$ cat src/rtl/uni_shiftreg_n.sv
// Parametrised universal shift register with hold/shift/rotate/arithmetic/load modes
// and a self-timed burst serialiser (BUSY/DONE). All state updates on the falling CLK edge.
module uni_shiftreg_n #(
    parameter int WIDTH = 8
) (
    input  logic             CLK,
    input  logic             RES,
    input  logic             EN,
    input  logic [2:0]       MODE,
    input  logic             SI_LO,
    input  logic             SI_HI,
    input  logic [WIDTH-1:0] D,
    output logic [WIDTH-1:0] Q,
    output logic             SO_LO,
    output logic             SO_HI,
    output logic             BUSY,
    output logic             DONE
);

    localparam int CNT_W = $clog2(WIDTH + 1);

    typedef enum logic [0:0] {
        ST_IDLE  = 1'b0,
        ST_BURST = 1'b1
    } state_t;

    state_t           state_r, state_s;
    logic [WIDTH-1:0] q_r, q_s;
    logic [CNT_W-1:0] cnt_r, cnt_s;
    logic             busy_r, busy_s;
    logic             done_r, done_s;

    // Next-state, next-data and handshake decode
    always_comb begin
        state_s = state_r;
        q_s     = q_r;
        cnt_s   = cnt_r;
        busy_s  = busy_r;
        done_s  = 1'b0;
        case (state_r)
            ST_IDLE: begin
                if (EN) begin
                    case (MODE)
                        3'b000: q_s = q_r;
                        3'b001: q_s = {q_r[WIDTH-2:0], SI_LO};
                        3'b010: q_s = {SI_HI, q_r[WIDTH-1:1]};
                        3'b011: q_s = D;
                        3'b100: q_s = {q_r[WIDTH-2:0], q_r[WIDTH-1]};
                        3'b101: q_s = {q_r[0], q_r[WIDTH-1:1]};
                        3'b110: q_s = {q_r[WIDTH-1], q_r[WIDTH-1:1]};
                        3'b111: begin
                            q_s     = D;
                            cnt_s   = CNT_W'(WIDTH);
                            busy_s  = 1'b1;
                            state_s = ST_BURST;
                        end
                        default: q_s = q_r;
                    endcase
                end else begin
                    q_s = q_r;
                end
            end
            ST_BURST: begin
                if (EN) begin
                    q_s = {SI_HI, q_r[WIDTH-1:1]};
                    // Final shift (or a defensive zero count) ends the burst; count never wraps
                    if (cnt_r > CNT_W'(1)) begin
                        cnt_s = cnt_r - CNT_W'(1);
                    end else begin
                        cnt_s   = {CNT_W{1'b0}};
                        busy_s  = 1'b0;
                        done_s  = 1'b1;
                        state_s = ST_IDLE;
                    end
                end else begin
                    q_s = q_r;
                end
            end
            default: begin
                state_s = ST_IDLE;
                q_s     = {WIDTH{1'b0}};
                cnt_s   = {CNT_W{1'b0}};
                busy_s  = 1'b0;
            end
        endcase
    end

    // State registers with synchronous active-low reset on the falling edge
    always_ff @(negedge CLK) begin
        if (!RES) begin
            state_r <= ST_IDLE;
            q_r     <= {WIDTH{1'b0}};
            cnt_r   <= {CNT_W{1'b0}};
            busy_r  <= 1'b0;
            done_r  <= 1'b0;
        end else begin
            state_r <= state_s;
            q_r     <= q_s;
            cnt_r   <= cnt_s;
            busy_r  <= busy_s;
            done_r  <= done_s;
        end
    end

    assign Q     = q_r;
    assign SO_LO = q_r[0];
    assign SO_HI = q_r[WIDTH-1];
    assign BUSY  = busy_r;
    assign DONE  = done_r;

endmodule

$ cat config.mk
export PLATFORM = sky130hd
export DESIGN_NAME = uni_shiftreg_n
export DESIGN_NICKNAME = d
export VERILOG_FILES = /design/src/rtl/uni_shiftreg_n.sv
export SDC_FILE = /design/constraint.sdc
export NUM_CORES = 1
export LEC_CHECK = 0
export BUFFER_PORTS_ARGS = -buffer_cell sky130_fd_sc_hd__buf_2
export CAP_MARGIN = 20
export CORE_MARGIN = 1.5
export CORE_UTILIZATION = 55
export CTS_BUF_LIST = sky130_fd_sc_hd__clkbuf_4
export CTS_CLUSTER_SIZE = 12
export DETAILED_ROUTE_END_ITERATION = 6
export PLACE_DENSITY = 0.85
export SETUP_SLACK_MARGIN = 0.5
export SYNTH_ARGS = -nofsm -noshare
export SYNTH_HDL_FRONTEND = slang
export SYNTH_SLANG_ARGS = --single-unit
$ cat constraint.sdc
create_clock -name CLK -period 2.81 [get_ports CLK]
set_input_delay 0.843 -clock CLK [delete_from_list [all_inputs] [get_ports CLK]]
set_output_delay 0.843 -clock CLK [all_outputs]
set_load 0.05 [all_outputs]
==> impl_metrics.env, run 1 <==
export IMPL_status="aborted with a tool error"
export IMPL_haltStage="clock tree synthesis"
export IMPL_stop_error="[ERROR DPL-0038] Utilization greater than 100%, impossible to legalize"
export IMPL_cts_hold_buf=0
export IMPL_cts_buffers=3
export IMPL_synth_area_leaders="dfxtp_1, a221o_1, a22oi_1"
export IMPL_initial_utilization_pct=60.1
export IMPL_synth_top_cell_area_share_pct=32.8
export IMPL_synth_area_sq_um=916
export IMPL_synth_largest_area_cell="dfxtp_1"
export IMPL_cts_htree_levels=1
export IMPL_cts_resized=61
export IMPL_detailed_place_area_sq_um=1220
export IMPL_rows=14
export IMPL_dieWidth_um=43.8
export IMPL_io_pins=28
export IMPL_place_gp_congestion=0.879
export IMPL_clock_sinks=15
export IMPL_synth_main_ff_cell="dfxtp_1"
export IMPL_io_buffers=27
export IMPL_ys_warn_count=0
export IMPL_ys_types=39
export IMPL_dp_slack_ns=-0.641
export IMPL_die_h_um=43.8
export IMPL_syn_inst=115
export IMPL_cts_setup_buffers=4
export IMPL_syn_num_nets=133
export IMPL_clockBufferDepth=2
export IMPL_synth_edf_count=0
export IMPL_syn_area_per_cell_sq_um=7.96
export IMPL_synth_seq_cells=15
export IMPL_root_buffer="clkbuf_4"
export IMPL_ys_seq_area_share_pct=32.8
export IMPL_detailed_place_hpwl_mm=1.92
export IMPL_ys_async_sr_fraction_pct=0
logic make-up after synthesis:
logic type | Yosys count | synth area share [%]
and+or+nand+nor | 41 | 23.2
xor gates and xnor gates | 1 | 0.956
AOI/OAI and AO/OA | 35 | 28.0
adders and majority gates | 2 | 2.73
muxes | 2 | 2.19
buffers and inverters | 19 | 10.1
DFF | 15 | 32.8
through the flow:
step	util (%)	instances	setup TNS [ns]
2_1_floorplan	-	115	-4.60
3_3_place_gp	80.3	167	-6.53
3_5_place_dp	80.3	167	-6.85
synthesized netlist by cell type, types with 2 or more instances:
cell / instances
dfxtp_1: 15
nor2_1: 10
inv_1: 9
a21oi_1: 7
nand2_1: 7
a22oi_1: 6
a221o_1: 5
nand3_1: 5
o21ai_0: 5
clkbuf_1: 4
nor2b_1: 4
buf_4: 3
nand4_1: 3
a21boi_0: 2
buf_2: 2
ha_1: 2
mux2i_1: 2
nand2b_1: 2
nor3_1: 2
==> run 2: changes to the inputs <==
==> config.mk (replaced) <==
export PLATFORM = sky130hd
export DESIGN_NAME = uni_shiftreg_n
export DESIGN_NICKNAME = d
export VERILOG_FILES = /design/src/rtl/uni_shiftreg_n.sv
export SDC_FILE = /design/constraint.sdc
export NUM_CORES = 1
export LEC_CHECK = 0
export BUFFER_PORTS_ARGS = -buffer_cell sky130_fd_sc_hd__buf_2
export CAP_MARGIN = 20
export CORE_AREA = 2 2 63 65
export DETAILED_ROUTE_END_ITERATION = 6
export DIE_AREA = 0 0 65 67
export PLACE_DENSITY_LB_ADDON = 0.15
export SYNTH_ARGS = -nofsm -noshare
export SYNTH_HDL_FRONTEND = slang
export SYNTH_SLANG_ARGS = --single-unit
==> run 2 against run 1 <==
The flow now finishes, with violations (setup timing). Area after synthesis unchanged. Synthesized cell count did not move.
==> impl_metrics.env, run 2 <==
export IMPL_status="finished with violations"
export IMPL_violations="setup timing"
export IMPL_clock_sinks=15
export IMPL_ys_seq_area_share_pct=32.8
export IMPL_synth_seq_cells=15
export IMPL_die_area_sq_um=4360
export IMPL_drtAntennaViolNets=0
export IMPL_dieWidth_um=65
export IMPL_grt_pass1_wl_mm=4.60
export IMPL_largest_register_ffs=8
export IMPL_synth_main_ff_cell="dfxtp_1"
export IMPL_syn_area_per_cell_sq_um=7.96
export IMPL_vias=1047
export IMPL_drt_wl_total_mm=2.74
export IMPL_io_pins=28
export IMPL_grt_usage_pct=13.8
export IMPL_hold_violations=0
export IMPL_synth_edf_count=0
export IMPL_cts_htree_levels=1
export IMPL_drv_slew=0
export IMPL_ys_types=39
export IMPL_io_buffers=27
export IMPL_antenna_found_initial=0
export IMPL_worstPathCellList="buf_8 > o41a_1 > nand2_2 > nor2b_4 > a221o_1"
export IMPL_rsz0062_at_grt="true"
export IMPL_grt_util_met1_pct=17.6
export IMPL_clk_pin_slew_worst_paths_ns=0.03
export IMPL_setup_slack_ns=-0.283
export IMPL_ys_warn_count=0
export IMPL_holdPathStages=2
export IMPL_die_h_um=67
export IMPL_antenna_cells_inserted=0
export IMPL_synth_largest_area_cell="dfxtp_1"
export IMPL_syn_num_nets=133
export IMPL_critical_path_top_delay_family="compound AO/OA/AOI/OAI gates"
export IMPL_cts_buffers=3
export IMPL_peakVddDrop_mv=0.151
export IMPL_drt_iter0_markers=23
export IMPL_cp_required_ns=1.60
export IMPL_grt_pass1_vias=1051
export IMPL_finalPower_uw=651
export IMPL_power_density_nw_per_um2=428
export IMPL_reg2regPathDepth=6
export IMPL_max_cap_violations=0
export IMPL_relSlewSlack_pct=62.7
export IMPL_drive_gt1_share_pct=42.4
export IMPL_slowest_stage="o41a_1"
export IMPL_ys_async_sr_fraction_pct=0
export IMPL_layout_common_cells="inv_1, buf_4, buf_2"
export IMPL_synth_area_sq_um=916
export IMPL_grt_overflow=0
export IMPL_final_common_cell="inv_1"
export IMPL_tightest_slew_ns=0.558
export IMPL_rows=22
export IMPL_yosysMostFrequentCell="dfxtp_1"
export IMPL_root_buffer="clkbuf_8"
export IMPL_worstSetupPathDepth=5
export IMPL_coreArea_sq_um=3610
export IMPL_grt_busiest_layer="met2"
export IMPL_finalSetupTns_ns=-5.94
export IMPL_fin_nets=191
export IMPL_global_route_usage_met2_pct=19.3
export IMPL_finalSetupViolCount=26
export IMPL_drc=0
export IMPL_syn_inst=115
export IMPL_initial_utilization_pct=25.4
export IMPL_crit_arrival_ns=1.88
export IMPL_critical_path_max_stage_delay_ns=0.46
export IMPL_grt_use_met3_pct=4.73
export IMPL_cp_max_fo=5
export IMPL_synth_top_cell_area_share_pct=32.8
export IMPL_worstSkewPairLatency_ns=0.33
export IMPL_reg2reg_setup_slack_ns=1.13
export IMPL_cts_hold_buf=0
export IMPL_clockBufferDepth=2
export IMPL_viasPerCell=4.76
export IMPL_fillers=380
export IMPL_grt_max_degree=15
export IMPL_area_growth_pct=66.0
export IMPL_leakagePower_nw=0.713
export IMPL_detailed_place_hpwl_mm=1.96
export IMPL_final_setup_skew_ns=0.0103
export IMPL_synth_area_leaders="dfxtp_1, a221o_1, a22oi_1"
export IMPL_place_gp_congestion=0.827
export IMPL_path_class="in -> reg"
export IMPL_hp_class="reg -> reg"
export IMPL_synth_cells_most_frequent="dfxtp_1, nor2_1, inv_1"
export IMPL_wl_per_cell_um=12.4
export IMPL_crit_buf_inv=1
export IMPL_cp_start_kind="primary input"
export IMPL_dr_pass1_iters=4
export IMPL_end_kind="register"
export IMPL_cts_tree="done"
==> run 2: layout make-up <==
class                           count  area [sq um]  area share, %
Inverter                            8          30.0           1.98
Multi-Input combinational cell     81           568           37.4
Timing Repair Buffer               49           443           29.1
Clock inverter                     16          60.1           3.95
Clock buffer                        3          41.3           2.72
Sequential cell                    15           318           20.9
Tap cell                           48          60.1           3.95
==> run 2: cell families (layout without fill, tap and decap cells) <==
group,Yosys count,after routing,share of synthesized area [%]
adders and majority gates,2,2,2.73
xor gates and xnor gates,1,1,0.956
DFF,15,15,32.8
muxes,2,2,2.19
and+or+nand+nor,41,41,23.2
AOI/OAI and AO/OA,35,35,28.0
buffers and inverters,19,76,10.1
==> run 2: final timing paths <==
path / from / endpoint
setup reg to reg: cnt_r[0] / cnt_r[1]
setup / recovery: MODE[2] / Q[5]
hold reg to reg: cnt_r[0] / cnt_r[0]
hold / removal: cnt_r[0] / cnt_r[0]
==> run 2: through the flow <==
step	setup slack [ns]	cell area (sq um)	utilization [%]	hold slack (ns)	instances
final	-0.283	1520	42.2	0.508	220
after global routing	-0.311	1520	42.2	0.530	220
after CTS	-0.292	1480	41.0	0.505	218
after detailed placement	-0.623	1210	33.6	0.503	198
after global placement	-0.605	1210	33.6	0.497	198
after floorplan	-0.521	993	-	0.469	115
==> run 2: per-layer routing <==
layer / part of all wire [%] / up-vias
met3: 6.4 / 4
met4: 2.0 / 0
met2: 44 / 32
met1: 47 / 483
met5: 0 / -
li1: - / 528
==> run 2: worst reg2reg max path: stages, from the launching register on <==
cell and delay (ns):
dfxtp_1 0.38, inv_1 0.08, ha_1 0.24, or2_2 0.33
a2111oi_1 0.42, a21oi_2 0.05, nor2b_1 0.12
==> run 2: timing repair <==
item	4_1_cts	5_1_grt
gates resized for setup	46	11
endpoints found under the setup margin	24	23
pin swaps	9	10
endpoints found under the hold margin	0	0
buffers inserted	2	2
gates cloned	0	0
==> run 2: report_power, final <==
part | internal (mW) | total, mW | switching, mW
logic | 0.0777 | 0.161 | 0.0828
clock network | 0.125 | 0.259 | 0.133
registers | 0.223 | 0.232 | 0.00930
(Power assumes the default switching activity.)
==> run 3: changes to the inputs <==
==> constraint.sdc (replaced) <==
create_clock -name CLK -period 3.2 [get_ports CLK]
set_input_delay 0.32 -clock CLK [delete_from_list [all_inputs] [get_ports CLK]]
set_output_delay 0.32 -clock CLK [all_outputs]
set_load 0.05 [all_outputs]
==> run 3 against run 2 <==
Core utilization fell by 8.3 points. The flow now finishes without violations. Largest cell class unchanged. Worst setup slack improved by 0.54 ns. Routed wire length fell by 8.2%. Critical path type is now reg -> out. Sequential cell count did not move. Critical endpoint is now SO_LO. First-iteration DRC count rose by 65%.
==> impl_metrics.env, run 3 (synthesized netlist as in run 2, its figures left out) <==
export IMPL_finalSetupTns_ns=0
export IMPL_critical_path_max_stage_delay_ns=0.40
export IMPL_clockBufferDepth=2
export IMPL_place_gp_congestion=0.762
export IMPL_finalPower_uw=614
export IMPL_hold_ws_ns=0.496
export IMPL_vias=984
export IMPL_finalSetupViolCount=0
export IMPL_clk_pin_slew_worst_paths_ns=0.04
export IMPL_largest_register_ffs=8
export IMPL_grt_pass1_vias=969
export IMPL_die_area_sq_um=4360
export IMPL_wl_per_cell_um=12.3
export IMPL_detailed_place_hpwl_mm=1.88
export IMPL_die_h_um=67
export IMPL_cp_required_ns=2.88
export IMPL_cts_resized=0
export IMPL_grt_pass1_wl_mm=4.25
export IMPL_hold_violations=0
export IMPL_dp_cells=186
export IMPL_worstPathCellList="buf_2"
export IMPL_cts_buffers=3
export IMPL_io_pins=28
export IMPL_rows=22
export IMPL_coreArea_sq_um=3610
export IMPL_path_class="reg -> out"
export IMPL_slowest_stage="dfxtp_1"
export IMPL_drv_slew=0
export IMPL_cts_setup_buffers=0
export IMPL_antenna_cells_inserted=0
export IMPL_cp_max_fo=5
export IMPL_critical_path_top_delay_family="flip-flops"
export IMPL_viasPerCell=4.82
export IMPL_grt_overflow=0
export IMPL_grt_usage_pct=12.7
export IMPL_rsz0062_at_grt="false"
export IMPL_dr_pass1_iters=4
export IMPL_multi_input_area_sq_um=523
export IMPL_clock_sinks=15
export IMPL_tightest_slew_ns=0.499
export IMPL_initial_utilization_pct=25.4
export IMPL_grt_max_degree=15
export IMPL_status="finished, final reports clean"
export IMPL_fin_cells=204
export IMPL_fillers=408
export IMPL_layout_common_cells="buf_2, inv_1, dfxtp_1"
export IMPL_final_common_cell="buf_2"
export IMPL_final_setup_skew_ns=0.0155
export IMPL_cts_htree_levels=1
export IMPL_drtAntennaViolNets=0
export IMPL_peakVddDrop_mv=0.139
export IMPL_area_growth_pct=33.3
export IMPL_root_buffer="clkbuf_8"
export IMPL_seqCellArea_sq_um=300
export IMPL_drt_iter0_markers=38
export IMPL_drive_gt1_share_pct=26.9
export IMPL_cts_tree="done"
export IMPL_crit_arrival_ns=2.62
export IMPL_cts_hold_buf=0
export IMPL_io_buffers=27
export IMPL_leakagePower_nw=0.590
export IMPL_drt_wl_total_mm=2.51
export IMPL_cp_start_kind="register"
export IMPL_antenna_found_initial=0
export IMPL_dieWidth_um=65
export IMPL_max_cap_violations=0
export IMPL_fin_nets=175
export IMPL_worstSkewPairLatency_ns=0.33
export IMPL_power_density_nw_per_um2=503
export IMPL_drc=0
export IMPL_hp_class="reg -> reg"
export IMPL_relSlewSlack_pct=66.7
export IMPL_crit_buf_inv=1
export IMPL_end_kind="output port"
run 3: cell count changes in the layout (fill, tap and decap cells not counted), sizes merged:
| cell | before | now |
|---|---|---|
| inv | 24 | 23 |
| buf | 49 | 33 |
| bufinv | 0 | 1 |
run 3: worst paths after layout:
path / start / cells after the start / slack, ns / endpoint
setup / recovery: Q[0] / 1 / 0.26 / SO_LO
hold / removal: cnt_r[0] / 2 / 0.50 / cnt_r[0]
setup reg to reg: cnt_r[0] / 6 / 1.60 / cnt_r[1]
hold reg to reg: cnt_r[0] / 2 / 0.50 / cnt_r[0]
run 3: stage by stage:
| stage | worst slack (ns) | utilization (%) | area, sq um |
|---|---|---|---|
| after floorplan | 0.129 | - | 916 |
| after global placement | 0.0611 | 30.4 | 1100 |
| after detailed placement | 0.0628 | 30.4 | 1100 |
| after CTS | 0.216 | 33.9 | 1220 |
| after global routing | 0.198 | 33.9 | 1220 |
| final | 0.259 | 33.9 | 1220 |
run 3: layout make-up:
cell class              count  share of cell area, %
clock buffers               3                   3.38
well taps                  48                   4.92
multi-input cells          81                   42.8
clock inverters            16                   7.07
inverters                   8                   2.46
repair buffers             33                   14.8
flip-flops and latches     15                   24.6
run 3: worst min-delay path, stage by stage, from the launching register on:
cell and delay (ns):
dfxtp_1 0.32, nand2_1 0.06, a21boi_0 0.06
run 3: metal layers:
| layer | vias to the layer above | track usage [%] | part of all wire (%) |
|---|---|---|---|
| met3 | 4 | 3.38 | 6.1 |
| met5 | - | 0 | 0 |
| met2 | 36 | 19.6 | 46 |
| met4 | 0 | 7.71 | 1.7 |
| met1 | 452 | 15.6 | 46 |
| li1 | 492 | - | - |
run 3: where the power goes:
group	leakage (nW)	switching, mW	internal [mW]	total (mW)
logic	0.352	0.0617	0.0351	0.0968
clock network	0.116	0.122	0.192	0.314
registers	0.122	0.00836	0.195	0.204
==> run 4: changes to the inputs <==
--- a/config.mk
+++ b/config.mk
@@ -8,6 +8,7 @@
 export BUFFER_PORTS_ARGS = -buffer_cell sky130_fd_sc_hd__buf_2
 export CAP_MARGIN = 20
 export CORE_AREA = 2 2 63 65
+export CTS_BUF_LIST = sky130_fd_sc_hd__clkbuf_16
 export DETAILED_ROUTE_END_ITERATION = 6
 export DIE_AREA = 0 0 65 67
 export PLACE_DENSITY_LB_ADDON = 0.15
==> run 4 against run 3 <==
Global-route usage did not move. Register-to-register slack about the same. Power increased by 15%. Hold slack is essentially flat. Core utilization grew 0.94 points. Routed wire length up 0.48%. Non-clock buffer count unchanged. Sequential cell count stayed put. Clock power is 28% higher. First-iteration DRC count is the same. Sequential power about the same. Sequential share of layout area is 0.66 points lower. Critical path type unchanged. Highest routed layer unchanged.
==> impl_metrics.env, run 4 (synthesized netlist as in run 2, its figures left out) <==
export IMPL_max_cap_violations=0
export IMPL_end_kind="output port"
export IMPL_critical_path_top_delay_family="flip-flops"
export IMPL_grt_pass1_vias=969
export IMPL_viasPerCell=4.85
export IMPL_wl_per_cell_um=12.4
export IMPL_clock_sinks=15
export IMPL_initial_utilization_pct=25.4
export IMPL_multi_input_area_sq_um=523
export IMPL_worstPathCellList="buf_2"
export IMPL_crit_arrival_ns=2.63
export IMPL_cts_tree="done"
export IMPL_peakVddDrop_mv=0.155
export IMPL_hp_class="reg -> reg"
export IMPL_r2r_start="cnt_r[0]"
export IMPL_fillers=400
export IMPL_dr_pass1_iters=4
export IMPL_layout_common_cells="buf_2, inv_1, dfxtp_1"
export IMPL_cp_startpoint="Q[0]"
export IMPL_finalSetupTns_ns=0
export IMPL_grt_overflow=0
export IMPL_antenna_found_initial=0
export IMPL_reg2regPathDepth=6
export IMPL_status="finished, final reports clean"
export IMPL_seqCellArea_sq_um=300
export IMPL_relSlewSlack_pct=67.1
export IMPL_cp_start_kind="register"
export IMPL_drt_wl_total_mm=2.52
export IMPL_cts_htree_levels=1
export IMPL_drt_iter0_markers=38
export IMPL_largest_register_ffs=8
export IMPL_clockBufferDepth=2
export IMPL_io_buffers=27
export IMPL_grt_max_degree=15
export IMPL_timing_rr_end="cnt_r[1]"
export IMPL_tightest_slew_ns=0.492
export IMPL_die_h_um=67
export IMPL_grt_pass1_wl_mm=4.25
export IMPL_hold_violations=0
export IMPL_reg2reg_setup_slack_ns=1.60
export IMPL_dieWidth_um=65
export IMPL_clk_pin_slew_worst_paths_ns=0.04
export IMPL_drive_gt1_share_pct=26.9
export IMPL_die_area_sq_um=4360
export IMPL_root_buffer="clkbuf_16"
export IMPL_drtAntennaViolNets=0
export IMPL_crit_buf_inv=1
export IMPL_cts_setup_buffers=0
export IMPL_final_common_cell="buf_2"
export IMPL_finalSetupViolCount=0
export IMPL_power_density_nw_per_um2=561
export IMPL_cts_buffers=3
export IMPL_antenna_cells_inserted=0
export IMPL_cts_resized=0
export IMPL_critical_path_max_stage_delay_ns=0.40
export IMPL_io_pins=28
export IMPL_rsz0062_at_grt="false"
export IMPL_grt_usage_pct=12.7
export IMPL_dp_slack_ns=0.0628
export IMPL_detailed_place_hpwl_mm=1.88
export IMPL_place_gp_congestion=0.762
export IMPL_area_growth_pct=37.0
export IMPL_slowest_stage="dfxtp_1"
export IMPL_worstSetupPathDepth=1
export IMPL_drv_slew=0
export IMPL_rows=22
export IMPL_fin_nets=175
export IMPL_cp_required_ns=2.88
export IMPL_drc=0
export IMPL_worstSkewPairLatency_ns=0.33
export IMPL_vias=990
export IMPL_cp_max_fo=5
export IMPL_coreArea_sq_um=3610
export IMPL_cts_hold_buf=0
export IMPL_leakagePower_nw=0.605
export IMPL_path_class="reg -> out"
export IMPL_critPathCapture="SO_LO"
export IMPL_final_setup_skew_ns=0.0133
export IMPL_setup_slack_ns=0.253
run 4: changes by cell type in the layout (fill, tap and decap cells not counted):
cell / before / now
clkbuf_16: 0 / 3
clkbuf_8: 3 / 0
run 4: how the worst min path moves through the flow:
stage | startpoint | endpoint | slack [ns] | depth (start not counted)
finish | cnt_r[0] | cnt_r[0] | 0.50 | 2
global route | cnt_r[0] | cnt_r[0] | 0.53 | 2
global placement | cnt_r[0] | cnt_r[0] | 0.50 | 2
floorplan | cnt_r[0] | cnt_r[0] | 0.47 | 2
CTS | cnt_r[0] | cnt_r[0] | 0.51 | 2
detailed placement | Q[4] | Q[4] | 0.50 | 2
run 4: through the flow:
stage	std cells	power [mW]	instance area (sq um)	hold WS (ns)	utilization [%]
after floorplan	115	0.307	916	0.474	-
after global placement	186	0.335	1100	0.502	30.4
after detailed placement	186	0.334	1100	0.501	30.4
after CTS	204	0.720	1250	0.507	34.8
after global routing	204	0.750	1250	0.533	34.8
final	204	0.704	1250	0.496	34.8
run 4: cell type report:
type | instances | area share, %
Clock buffer | 3 | 5.98
Clock inverter | 16 | 6.88
Inverter | 8 | 2.39
Multi-Input combinational cell | 81 | 41.7
Sequential cell | 15 | 23.9
Tap cell | 48 | 4.79
Timing Repair Buffer | 33 | 14.4
run 4: routing by layer:
metal / global-route usage, % / vias up / share of wire [%]
met3: 3.38 / 4 / 5.7
met5: 0 / - / 0
met4: 7.71 / 0 / 1.7
li1: - / 492 / -
met2: 19.6 / 35 / 46
met1: 15.6 / 459 / 46
run 4: report_power, final:
part | switching [mW] | internal [mW] | leakage [nW] | total (mW)
registers | 0.00834 | 0.195 | 0.122 | 0.204
clock network | 0.130 | 0.273 | 0.131 | 0.403
logic | 0.0619 | 0.0351 | 0.352 | 0.0970
total | 0.200 | 0.504 | 0.605 | 0.704
